File: src/rtl/spawn_scheduler_pkg.sv
// Shared game typedefs and constants for the spawn path (Alien record, level width, scene codes).
// Also holds the default spawn pacing and the scheduler state encoding.
package spawn_scheduler_pkg;

    localparam int LEVEL_SIZE = 6;

    typedef enum logic [1:0] {
        SCENE_TITLE    = 2'd0,
        SCENE_INGAME   = 2'd1,
        SCENE_GAMEOVER = 2'd2
    } scene_t;

    typedef struct packed {
        logic [2:0] kind;
        logic [7:0] x_pos;
        logic [4:0] speed;
    } Alien;

    localparam int ALIEN_W = $bits(Alien);

    localparam int DEF_BASE_INTERVAL = 50;
    localparam int DEF_MIN_INTERVAL  = 10;

    typedef enum logic [1:0] {
        IDLE  = 2'd0,
        RUN   = 2'd1,
        DRAIN = 2'd2,
        DONE  = 2'd3
    } sched_state_t;

endpackage

File: src/rtl/spawn_fifo.sv
// Generic synchronous FIFO, power-of-two depth, with synchronous flush.
// Latency: written entry readable the cycle after push; caller must not push when full unless popping.
module spawn_fifo #(
    parameter int WIDTH = 16,
    parameter int DEPTH = 4
) (
    input  logic                     clk_main,
    input  logic                     rst,
    input  logic                     flush,
    input  logic                     push,
    input  logic [WIDTH-1:0]         push_data,
    input  logic                     pop,
    output logic [WIDTH-1:0]         pop_data,
    output logic                     full,
    output logic                     empty,
    output logic [$clog2(DEPTH):0]   count
);

    localparam int AW = $clog2(DEPTH);
    localparam int CW = AW + 1;

    logic [WIDTH-1:0] mem [DEPTH];
    logic [AW-1:0]    wr_ptr;
    logic [AW-1:0]    rd_ptr;

    assign full     = (count == CW'(DEPTH));
    assign empty    = (count == '0);
    assign pop_data = mem[rd_ptr];

    always_ff @(posedge clk_main) begin
        if (push) begin
            mem[wr_ptr] <= push_data;
        end
    end

    always_ff @(posedge clk_main or posedge rst) begin
        if (rst) begin
            wr_ptr <= '0;
            rd_ptr <= '0;
            count  <= '0;
        end else if (flush) begin
            wr_ptr <= '0;
            rd_ptr <= '0;
            count  <= '0;
        end else begin
            if (push) begin
                wr_ptr <= wr_ptr + 1'b1;
            end
            if (pop) begin
                rd_ptr <= rd_ptr + 1'b1;
            end
            case ({push, pop})
                2'b10:   count <= count + 1'b1;
                2'b01:   count <= count - 1'b1;
                default: count <= count;
            endcase
        end
    end

endmodule

File: src/rtl/spawn_scheduler.sv
// Paces alien spawns per level into a small FIFO and hands them to event_core; SPAWN_CAP_EN gates pops on live-object count.
// Latency: tick that hits the interval -> spawn_valid two edges later; output holds until spawn_ack, full FIFO drops and counts.
module spawn_scheduler
    import spawn_scheduler_pkg::*;
#(
    parameter int FIFO_DEPTH    = 4,
    parameter int BASE_INTERVAL = DEF_BASE_INTERVAL,
    parameter int MIN_INTERVAL  = DEF_MIN_INTERVAL,
    parameter int MAX_OBJECTS   = 8
) (
    input  logic                          clk_main,
    input  logic                          rst,
    input  logic                          en,
    input  logic                          level_start,
    input  logic [LEVEL_SIZE-1:0]         cur_level,
    input  logic                          tick,
    input  logic                          script_ended,
    input  logic [ALIEN_W-1:0]            candidate,
    input  logic [3:0]                    object_count,
    input  logic                          spawn_ack,
    output logic                          spawn_valid,
    output logic [ALIEN_W-1:0]            spawn_data,
    output logic [$clog2(FIFO_DEPTH):0]   pending,
    output logic [7:0]                    drop_count,
    output logic                          sched_done
);

    localparam logic [7:0] BASE8 = 8'(BASE_INTERVAL);
    localparam logic [7:0] MIN8  = 8'(MIN_INTERVAL);

    sched_state_t        state;
    logic [7:0]          tick_cnt;
    logic [7:0]          level_x2;
    logic [7:0]          interval;
    logic                push_req;
    logic [ALIEN_W-1:0]  push_dat;
    logic                flush;
    logic                enq_hit;
    logic                cap_ok;
    logic                fifo_push;
    logic                fifo_pop;
    logic                fifo_full;
    logic                fifo_empty;
    logic                drop;
    logic [ALIEN_W-1:0]  fifo_rd;

    // Floor check is done before subtracting so high levels cannot wrap the 8-bit interval.
    assign level_x2 = 8'({cur_level, 1'b0});
    always_comb begin
        interval = MIN8;
        if ((BASE8 > level_x2) && ((BASE8 - level_x2) > MIN8)) begin
            interval = BASE8 - level_x2;
        end
    end

`ifdef SPAWN_CAP_EN
    assign cap_ok = (32'(object_count) < MAX_OBJECTS);
`else
    logic unused_cap;
    assign unused_cap = ^{object_count, 32'(MAX_OBJECTS)};
    assign cap_ok     = 1'b1;
`endif

    assign flush     = level_start | ~en;
    assign enq_hit   = (state == RUN) && tick && (tick_cnt >= interval - 8'd1);
    assign fifo_pop  = ~flush & ~fifo_empty & cap_ok & (~spawn_valid | spawn_ack);
    assign fifo_push = ~flush & push_req & (~fifo_full | fifo_pop);
    assign drop      = ~flush & push_req & fifo_full & ~fifo_pop;

    spawn_fifo #(
        .WIDTH (ALIEN_W),
        .DEPTH (FIFO_DEPTH)
    ) u_fifo (
        .clk_main  (clk_main),
        .rst       (rst),
        .flush     (flush),
        .push      (fifo_push),
        .push_data (push_dat),
        .pop       (fifo_pop),
        .pop_data  (fifo_rd),
        .full      (fifo_full),
        .empty     (fifo_empty),
        .count     (pending)
    );

    always_ff @(posedge clk_main or posedge rst) begin
        if (rst) begin
            state      <= IDLE;
            sched_done <= 1'b0;
        end else if (!en) begin
            state      <= IDLE;
            sched_done <= 1'b0;
        end else if (level_start) begin
            state      <= RUN;
            sched_done <= 1'b0;
        end else begin
            case (state)
                RUN: begin
                    if (script_ended) begin
                        state <= DRAIN;
                    end
                end
                // A staged push still in flight must land before the level counts as finished.
                DRAIN: begin
                    if (fifo_empty && !spawn_valid && !push_req) begin
                        state      <= DONE;
                        sched_done <= 1'b1;
                    end
                end
                default: state <= state;
            endcase
        end
    end

    always_ff @(posedge clk_main or posedge rst) begin
        if (rst) begin
            tick_cnt    <= '0;
            push_req    <= 1'b0;
            push_dat    <= '0;
            spawn_valid <= 1'b0;
            spawn_data  <= '0;
            drop_count  <= '0;
        end else if (flush) begin
            tick_cnt    <= '0;
            push_req    <= 1'b0;
            spawn_valid <= 1'b0;
            if (level_start) begin
                drop_count <= '0;
            end
        end else begin
            push_req <= enq_hit;
            if (enq_hit) begin
                push_dat <= candidate;
            end
            if ((state == RUN) && tick) begin
                tick_cnt <= enq_hit ? 8'd0 : tick_cnt + 8'd1;
            end
            if (fifo_pop) begin
                spawn_valid <= 1'b1;
                spawn_data  <= fifo_rd;
            end else if (spawn_ack) begin
                spawn_valid <= 1'b0;
            end
            if (drop && (drop_count != 8'hFF)) begin
                drop_count <= drop_count + 8'd1;
            end
        end
    end

endmodule

File: config.mk
export PLATFORM = sky130hd
export DESIGN_NAME = spawn_scheduler
export DESIGN_NICKNAME = d
export VERILOG_FILES = /design/src/rtl/spawn_scheduler_pkg.sv /design/src/rtl/spawn_fifo.sv /design/src/rtl/spawn_scheduler.sv
export SDC_FILE = /design/constraint.sdc
export NUM_CORES = 1
export LEC_CHECK = 0
export CAP_MARGIN = 20
export CORE_MARGIN = 5
export CORE_UTILIZATION = 43
export DETAILED_ROUTE_END_ITERATION = 7
export PLACE_DENSITY = 0.66
export SLEW_MARGIN = 20
export SYNTH_ARGS = -nofsm -noshare
export SYNTH_HDL_FRONTEND = slang
export SYNTH_SLANG_ARGS = --single-unit
File: constraint.sdc
create_clock -name clk_main -period 2.16 [get_ports clk_main]
set_clock_uncertainty 0.1 [all_clocks]
set_input_delay 0.216 -clock clk_main [delete_from_list [all_inputs] [get_ports clk_main]]
set_output_delay 0.216 -clock clk_main [all_outputs]
set_load 0.05 [all_outputs]
==> results by group, run 1 <==
Synth
  – Yosys reg bits: 124
  – Top-area cell type share of the netlist area: 0.347
  – Mux cell area share after synthesis: 0.111
  – Largest family of logic cells by synthesized area: multiplexers
  – Synth top cells by count: nand2_1 (70), edfxtp_1 (64), dfrtp_1 (60), nor2_1 (24), ha_1 (19)
  – Syn_area_per_cell: 13.7 um^2
  – Synth Area in Compound Gates: 0.0662
  – Yosys top cell by area: edfxtp_1
  – Xor/xnor cell area share of the yosys netlist: 0.0222
  – Top-count cell post-synth: nand2_1
  – EDFF count, synth: 64
  – Async set-reset flop share out of synthesis: 0.484
  – Yosys warns: 0
  – Synth top area cells: edfxtp_1 (35%), dfrtp_1 (27%), mux4_2 (6.5%)
  – Mapped Cells: 405
  – Register area share after synthesis: 0.619
  – Simple-Gate Fraction of Synth Area: 0.108
  – Post-synth cell types: 52
  – Adder-Cell Fraction of Synth Area: 0.0484
  – Net Count, Synth: 458
  – Synthesized cell area: 5530 um^2
  – Main synth FF type: edfxtp_1

GRT
  – Total gr overflow: 0
  – Pin count of the biggest net entering global routing: 25
  – First-pass GRT wire length: 18900 um
  – Vias in the first global route: 3800
  – Total GRT Usage: 0.165
  – Antenna violations before repair: 0

Route
  – DR iter-0 viols: 195
  – DR vias: 3578
  – ANT nets after route: 0
  – DR DRC count: 0
  – Detail-routed via count per cell: 5.08
  – Routed length per instance: 16.2 um
  – DR pass1 iterations: 4
  – Routed wire length: 11400 um

Timing
  – Setup WS post-layout: -1110 ps
  – Fin crit share: 1.52
  – Setup TNS: -25770 ps
  – Crit path time final: 3270 ps
  – Worst-margin pin slew: 514 ps
  – Fin Hold WS: 64.0 ps
  – Max-slew violations: 0
  – Final Hold Fails: 0
  – Final setup viols: 25
  – Worst rel slew slack: 0.656
  – Fmax: 0.305 GHz
  – Unrepaired setup endpoints after global routing: true

Placement
  – I/O Buffers: 57
  – Post-DP HPWL: 7510 um
  – Placer congestion estimate: 0.850
  – Cell total after placement: 667

CTS
  – Clock sink count: 124
  – Hold Buf Count CTS: 0
  – H-tree depth: 4
  – Clk_lat worst skew: 410 ps
  – Clk root buf: clkbuf_16
  – Clk buf depth: 2
  – CTS clk-pin slew, worst paths: 50 ps
  – CTS tree: yes
  – Clock buffers created by TritonCTS: 17

Worst setup path
  – Crit. End Element: flop
  – FF-to-FF Start: tick_cnt[1]
  – Required @ worst endpoint: 2350 ps
  – Reg2reg end: push_dat[13]
  – FF-to-FF path depth: 7
  – Reg2reg setup slack: -10 ps
  – Critical path peak fanout: 17
  – Critical path class: input pin to flop
  – CP startpoint kind: input pin
  – Critical Path AT: 3470 ps

Status
  – Failing checks: negative setup slack
  – Status: complete, but fails checks

Final layout
  – Antenna diodes: 0
  – Area grow syn2layout: 34.2%
  – Share of layout cells above drive strength 1: 0.284
  – Nets@finish: 572
  – Fillers: 1037
  – Final Instance Count excl. Fillers: 704

Min path
  – Hold WC Path Type: input pin to asynchronous set/reset pin

Floorplanning
  – Die height: 123 um
  – Core Region: 12600 um^2
  – Die ar.: 15200 um^2
  – Starting Density: 0.439
  – Die Wd: 123 um
  – # rows: 41
  – # IOs: 62

Flow run
  – Maxcap violations: 0

Power and ir drop
  – Max IR drop VDD: 690 uV
  – PwrDens: 743 nW/um^2
  – P_leak: 3.00 nW
critical path, cell delays in order:
cell           delay, ps
dlygate4sd2_1        270
nor4bb_4             160
o21ai_2              130
o21ai_2               80
a211oi_2             270
nand2_1              100
ha_2                 200
nor3b_4              150
buf_4                140
maj3_2               300
nand2_2               90
ha_4                 200
a21o_1               200
a211oi_2             190
a2111o_1             210
buf_12               200
mux2_2               340
worst max path at each step:
stage / startpoint / to / slack [ps] / cells after the start
finish: cur_level[3] / push_dat[13] / -1110 / 17
global route: cur_level[2] / push_dat[13] / -1300 / 19
CTS: cur_level[1] / tick_cnt[5] / -1140 / 21
detailed placement: cur_level[2] / tick_cnt[5] / -1990 / 21
global placement: cur_level[2] / push_dat[0] / -1890 / 19
floorplan: cur_level[2] / push_dat[0] / -1470 / 18
metrics by stage:
step	util	area, um^2	total power, mW	worst slack (ps)
after floorplan	-	5630	2.75	-1470
after global placement	0.532	6720	2.92	-1890
after detailed placement	0.532	6720	2.93	-1990
after CTS	0.587	7410	5.57	-1140
after global routing	0.589	7430	5.74	-1300
final	0.589	7430	5.52	-1110
registers in the layout, indices dropped and copies added (netlist names):
signal         count
push_req           1
spawn_data        16
sched_done         1
u_fifo.mem        64
u_fifo.count       3
drop_count         8
u_fifo.rd_ptr      2
spawn_valid        1
state              2
tick_cnt           8
u_fifo.wr_ptr      2
push_dat          16
report_power, final:
group | total, mW | internal (mW) | switching [mW]
registers | 2.52 | 2.50 | 0.0162
logic | 0.390 | 0.192 | 0.198
clock network | 2.61 | 1.66 | 0.956
metal layers:
layer / up-vias / share of wire / global-route usage
li1: 1708 / - / -
met1: 1770 / 0.44 / 0.206
met2: 84 / 0.50 / 0.278
met3: 16 / 0.041 / 0.0398
met4: 0 / 0.015 / 0.0671
met5: - / 0 / 0
layout by cell type, fill, tap and decap left out, types with 6 or more instances in the layout:
cell type	netlist	layout
inv_1	14	10
edfxtp_1	64	64
mux2_4	9	16
nor2_1	24	24
buf_4	1	46
a21oi_1	8	6
a22o_1	6	6
ha_1	19	14
xnor2_1	7	6
xor2_1	7	7
nand3_1	11	11
dfrtp_1	60	58
clkbuf_16	0	17
clkdlybuf4s50_1	0	52
mux4_2	16	16
nand2_1	70	68
logic make-up after synthesis:
group / after synthesis
fa+ha+maj: 21
mux: 36
flops: 124
xor+xnor: 14
buf+inv: 28
simple gates: 133
compound gates: 49
repair_timing:
action | in CTS | in global routing
pin swaps | 14 | 12
buffers inserted | 6 | 2
resized for setup | 34 | 14
endpoints found under the setup margin | 25 | 25
gates cloned | 1 | 0
area by class of cell:
cell class / count / area [um^2] / share of cell area
clock buffers: 24 / 482 / 0.0648
clock inverters: 8 / 66.3 / 0.00893
inverters: 14 / 77.6 / 0.0104
multi-input cells: 253 / 2130 / 0.287
flip-flops and latches: 124 / 3430 / 0.461
well taps: 172 / 215 / 0.0290
repair buffers: 109 / 1030 / 0.139
Note: power is estimated with default switching activity, not from simulation.
==> run 2, diff against run 1 <==
ABC_CLOCK_PERIOD_IN_PS = 2160   (was default)
CTS_CLUSTER_DIAMETER = 150   (was default)
==> results of run 2 <==
Same layout as run 1: the final DEF is identical, and so are final timing and power.
